===== config.mk =====
export PLATFORM = sky130hd
export DESIGN_NAME = bpsk_tx_ctrl
export DESIGN_NICKNAME = d
export VERILOG_FILES = /design/src/rtl/bpsk_tx_ctrl.sv
export SDC_FILE = /design/constraint.sdc
export NUM_CORES = 1
export LEC_CHECK = 0
export ABC_AREA = 1
export CAP_MARGIN = 40
export CORE_MARGIN = 3
export CORE_UTILIZATION = 54
export CTS_BUF_LIST = sky130_fd_sc_hd__clkbuf_2 sky130_fd_sc_hd__clkbuf_4 sky130_fd_sc_hd__clkbuf_8
export DETAILED_ROUTE_END_ITERATION = 10
export PLACE_DENSITY = 0.82
export SYNTH_ARGS = -nofsm -noshare
export SYNTH_HDL_FRONTEND = slang
export SYNTH_SLANG_ARGS = --single-unit

===== constraint.sdc =====
create_clock -name clk -period 2.45 [get_ports clk]
set_clock_uncertainty 0.1 [all_clocks]
set_input_delay 0.49 -clock clk [delete_from_list [all_inputs] [get_ports clk]]
set_output_delay 0.49 -clock clk [all_outputs]
set_load 0.01 [all_outputs]

===== src/rtl/bpsk_tx_ctrl.sv =====
`default_nettype none
// ============================================================================
// bpsk_tx_ctrl : BPSK frame sequencer - one +sin sync symbol, then MSB-first data
// Rev 1.0
// ============================================================================
module bpsk_tx_ctrl #(
  parameter int SAMPLE_NUMBER = 256,
  parameter int DATA_WIDTH    = 12
) (
  input  logic                             clk,
  input  logic                             arst,
  input  logic                             en,
  input  logic                             s_valid,
  input  logic [DATA_WIDTH-1:0]            s_data,
  output logic                             s_ready,
  output logic [$clog2(SAMPLE_NUMBER)-1:0] sample_addr,
  output logic                             phase_sel,
  output logic                             mod_en,
  output logic                             busy,
  output logic                             done
);

  localparam int c_addr_w = $clog2(SAMPLE_NUMBER);
  localparam int c_bit_w  = (DATA_WIDTH > 1) ? $clog2(DATA_WIDTH) : 1;

  localparam logic [c_addr_w-1:0] c_last_sample = c_addr_w'(SAMPLE_NUMBER - 1);
  localparam logic [c_bit_w-1:0]  c_last_bit    = c_bit_w'(DATA_WIDTH - 1);

  typedef enum logic [1:0] {
    ST_IDLE = 2'd0,
    ST_SYNC = 2'd1,
    ST_DATA = 2'd2
  } state_t;

  state_t                  state_q, state_d;
  logic [c_addr_w-1:0]     cnt_q, cnt_d;
  logic [c_bit_w-1:0]      bit_q, bit_d;
  logic [DATA_WIDTH-1:0]   shreg_q, shreg_d;
  logic                    phase_sel_q, phase_sel_d;
  logic                    busy_q, busy_d;
  logic                    s_ready_q, s_ready_d;

  logic                    w_sym_end;

  assign w_sym_end = en && (cnt_q == c_last_sample);

  always_comb begin
    state_d = state_q;
    cnt_d   = cnt_q;
    bit_d   = bit_q;
    shreg_d = shreg_q;

    case (state_q)
      ST_IDLE: begin
        if (en && s_valid) begin
          shreg_d = s_data;
          cnt_d   = '0;
          bit_d   = '0;
          state_d = ST_SYNC;
        end
      end

      ST_SYNC: begin
        if (en) begin
          // Counter width is exactly log2(SAMPLE_NUMBER), so it wraps on its own
          cnt_d = cnt_q + 1'b1;
          if (w_sym_end) begin
            bit_d   = '0;
            state_d = ST_DATA;
          end
        end
      end

      ST_DATA: begin
        if (en) begin
          cnt_d = cnt_q + 1'b1;
          if (w_sym_end) begin
            if (bit_q == c_last_bit) begin
              bit_d   = '0;
              shreg_d = '0;
              state_d = ST_IDLE;
            end else begin
              bit_d   = bit_q + 1'b1;
              shreg_d = shreg_q << 1;
            end
          end
        end
      end

      default: begin
        state_d = ST_IDLE;
        cnt_d   = '0;
        bit_d   = '0;
        shreg_d = '0;
      end
    endcase
  end

  // Outputs are decoded from the next state so they line up with the registers
  always_comb begin
    busy_d      = (state_d != ST_IDLE);
    s_ready_d   = (state_d == ST_IDLE);
    phase_sel_d = 1'b0;
    case (state_d)
      ST_SYNC: phase_sel_d = 1'b1;
      ST_DATA: phase_sel_d = shreg_d[DATA_WIDTH-1];
      default: phase_sel_d = 1'b0;
    endcase
  end

  always_ff @(posedge clk or posedge arst) begin
    if (arst) begin
      state_q     <= ST_IDLE;
      cnt_q       <= '0;
      bit_q       <= '0;
      shreg_q     <= '0;
      phase_sel_q <= 1'b0;
      busy_q      <= 1'b0;
      s_ready_q   <= 1'b1;
    end else begin
      state_q     <= state_d;
      cnt_q       <= cnt_d;
      bit_q       <= bit_d;
      shreg_q     <= shreg_d;
      phase_sel_q <= phase_sel_d;
      busy_q      <= busy_d;
      s_ready_q   <= s_ready_d;
    end
  end

  assign s_ready     = s_ready_q;
  assign busy        = busy_q;
  assign phase_sel   = phase_sel_q;
  assign sample_addr = cnt_q;
  assign mod_en      = busy_q && en;
  assign done        = (state_q == ST_DATA) && w_sym_end && (bit_q == c_last_bit);

endmodule
`default_nettype wire


==> results.sh <==
export IMPL_syn_nets=220
export IMPL_critPathRequiredTime_ps=1860
export IMPL_p_leak_nw=0.9382
export IMPL_dp_cells=256
export IMPL_fp_row_count=19
export IMPL_final_layout_size_suffix_gt1_share_pct=14.10
export IMPL_grt_pass1_vias=1356
export IMPL_drv_cap=0
export IMPL_drv_slew=0
export IMPL_vias_per_cell=5.374
export IMPL_wl_um=3483
export IMPL_reg2reg_to="phase_sel"
export IMPL_synth_warnings=0
export IMPL_area_growth_syn_to_layout_pct=24.69
export IMPL_grt_overflow=0
export IMPL_dr_total_vias=1424
export IMPL_cpPeakStageDelay_ps=530
export IMPL_cts_max_path_buffers=2
export IMPL_crit_path_cell_trace="clkdlybuf4s50_1 > buf_4 > nand2_1 > inv_1 > clkdlybuf4s50_1"
export IMPL_cts_hold_buf=0
export IMPL_period_minus_slack_ps=2327
export IMPL_r2r_start="state_q[0]"
export IMPL_rsz0062_at_grt="false"
export IMPL_postLayoutCellArea_um2=2028
export IMPL_holdWs_ps=393.2
export IMPL_finalCritPeriodShare_pct=94.97
export IMPL_track_usage_pct=20.58
export IMPL_fin_cells=265
export IMPL_cellPowerDensity_nw_per_um2=788.0
export IMPL_r2r_slack_ps=310
export IMPL_min_from="shreg_q[8]"
export IMPL_cts_root_buf="clkbuf_4"
export IMPL_crit_slowest_cell="clkdlybuf4s50_1"
export IMPL_portBuffers=28
export IMPL_drt_met1_wl_um=1602
export IMPL_io_pins=29
export IMPL_yosysUniqueCellTypes=30
export IMPL_dieArea_um2=3707
export IMPL_grt_pass1_wl_um=5506
export IMPL_start_util_pct=57.98
export IMPL_hold_end="shreg_q[8]"
export IMPL_drt_antenna_violating_nets=0
export IMPL_worstPathArrival_ps=1740
export IMPL_syn_area_per_cell_um2=8.341
export IMPL_diodes=0
export IMPL_worst_r2r_path_depth=11
export IMPL_wl_met2_um=1618
export IMPL_die_h_um=60.89
export IMPL_drt_iter0_drc=88
export IMPL_status="completed"
export IMPL_power_mw=1.598
export IMPL_grt_max_degree=30
export IMPL_slew_headroom_pct=76.05
export IMPL_vdd_ir_drop_max_mv=0.4899
export IMPL_tightest_slew_ps=359.3
export IMPL_min_path_type="register to register"
export IMPL_clk_latency_ps=340
export IMPL_path_max_fanout=4
export IMPL_hpwl_um=2634
export IMPL_postSynthCellCount=195
export IMPL_nets=258
export IMPL_pre_cts_slack_ps=-141.0
export IMPL_endpoint_kind="primary output"
export IMPL_ys_seq_area_share_pct=44.69
export IMPL_htreeDepth=2
export IMPL_gp_congestion=0.9290
export IMPL_die_w_um=60.89
export IMPL_wl_per_cell_um=13.14
export IMPL_core_area_um2=2805
export IMPL_drt_first_pass_iters=4
export IMPL_ys_seq_elements=29
export IMPL_cts_inserted_buffers=5
export IMPL_met3_length_um=171
export IMPL_finalHoldViolCount=0
export IMPL_placed_area_um2=1956
export IMPL_finalSetupViolCount=0
export IMPL_antenna_found_initial=0
export IMPL_path_delay_family="buffers and inverters"
export IMPL_clock_fmax_mhz=429.8
export IMPL_cts_sinks=29
export IMPL_hold_depth=2
export IMPL_cp_common_cell="clkdlybuf4s50_1"
export IMPL_worst_path_buf_inv=4
export IMPL_layout_setup_ws_ps=123.2
export IMPL_cts_tree="yes"
export IMPL_critical_path_class="input pin to primary output"
export IMPL_cts_clk_slew_worst_paths_ps=90
export IMPL_worst_path_stages=5
export IMPL_start_kind="input pin"
export IMPL_syn_area_um2=1627
export IMPL_dr_max_layer_used="met4"
export IMPL_remaining_drc_errors=0
cell type report:
cell class	instances	area [µm²]
inverters	36	140.1
repair buffers	33	316.6
fillers	218	777.0
flip-flops and latches	29	726.9
clock inverters	3	17.52
well taps	31	38.79
clock buffers	5	37.54
multi-input cells	128	750.7
cell usage in the layout, fill, tap and decap left out, types with 5 or more instances in the layout:
cell type	netlist	layout
o22ai_1	6	6
clkbuf_4	0	5
inv_1	31	31
dfrtp_1	28	28
buf_4	0	5
ha_1	9	7
nand2_1	36	36
clkdlybuf4s50_1	0	27
nor3_1	9	9
nor2_1	9	9
nand3_1	12	12
o21ai_0	7	7
a21oi_1	13	13
cell usage after synthesis:
cell,n,area (µm²)
clkinv_4,1,8.760
nor4_1,1,6.260
o22ai_1,6,37.54
o21ai_0,7,35.03
nor2_1,9,33.78
nand2_1,36,135.1
nand4_1,1,6.260
nor2_2,3,18.77
nand2_4,2,22.52
o21a_1,2,15.01
nand3_1,12,60.06
nand3_4,1,17.52
clkinv_1,1,3.750
nor3_2,1,10.01
nor3_4,1,16.27
dfstp_2,1,26.28
buf_8,1,15.01
inv_1,31,116.4
dfrtp_1,28,700.7
nor3_1,9,45.04
buf_2,1,5.000
a31oi_1,2,12.51
inv_2,3,11.26
o21ai_1,4,20.02
o21ai_2,1,8.760
ha_1,9,112.6
nand2_2,3,18.77
a22o_1,4,35.03
o211ai_1,1,7.510
a21oi_1,13,65.06
worst max-delay path by stage:
stage / start / slack (ps) / to
after floorplan: sample_addr[0] / 560 / phase_sel
after global placement: en / -140 / done
after detailed placement: en / -140 / done
after CTS: sample_addr[0] / 70 / done
after global routing: sample_addr[0] / 10 / done
final: en / 120 / mod_en
metal layers:
metal | vias to the layer above | track usage (%)
li1 | 714 | -
met2 | 40 | 31.30
met1 | 661 | 25.70
met4 | 0 | 13.31
met3 | 9 | 5.532
met5 | - | 0
logic make-up after synthesis:
| group | synth area share (%) |
|---|---|
| and+or+nand+nor | 24.00 |
| AOI/OAI and AO/OA | 14.54 |
| buffers and inverters | 9.845 |
| DFF | 44.69 |
| adders and majority gates | 6.923 |
power breakdown:
part | internal, mW | total, mW | switching (mW) | leakage, nW
clock network | 0.108 | 0.280 | 0.172 | 0.0310
registers | 0.593 | 0.658 | 0.0655 | 0.391
logic | 0.282 | 0.660 | 0.378 | 0.516
total | 0.983 | 1.60 | 0.615 | 0.938
stage by stage:
| step | TNS, ps | utilization, % |
|---|---|---|
| detailed placement | -141.0 | 69.71 |
| global route | 0 | 72.30 |
| finish | 0 | 72.30 |
| floorplan | 0 | - |
| global placement | -142.0 | 69.71 |
| CTS | 0 | 71.63 |
worst min-delay path: stages, from the launching register on:
cell and delay (ps):
dfrtp_1 350, nand2_1 50, nand2_1 60
registers in the layout (all words and copies together), names as in the netlist:
| signal | flops |
|---|---|
| bit_q | 4 |
| busy | 1 |
| phase_sel | 1 |
| s_ready | 1 |
| sample_addr | 8 |
| shreg_q | 12 |
| state_q | 2 |
what timing repair did:
| action | in CTS | in global routing |
|---|---|---|
| resized for setup | 1 | 3 |
| setup endpoints to repair | 1 | 1 |
| setup buffers | 0 | 1 |
No activity file was read; power rests on OpenSTA's default activity.
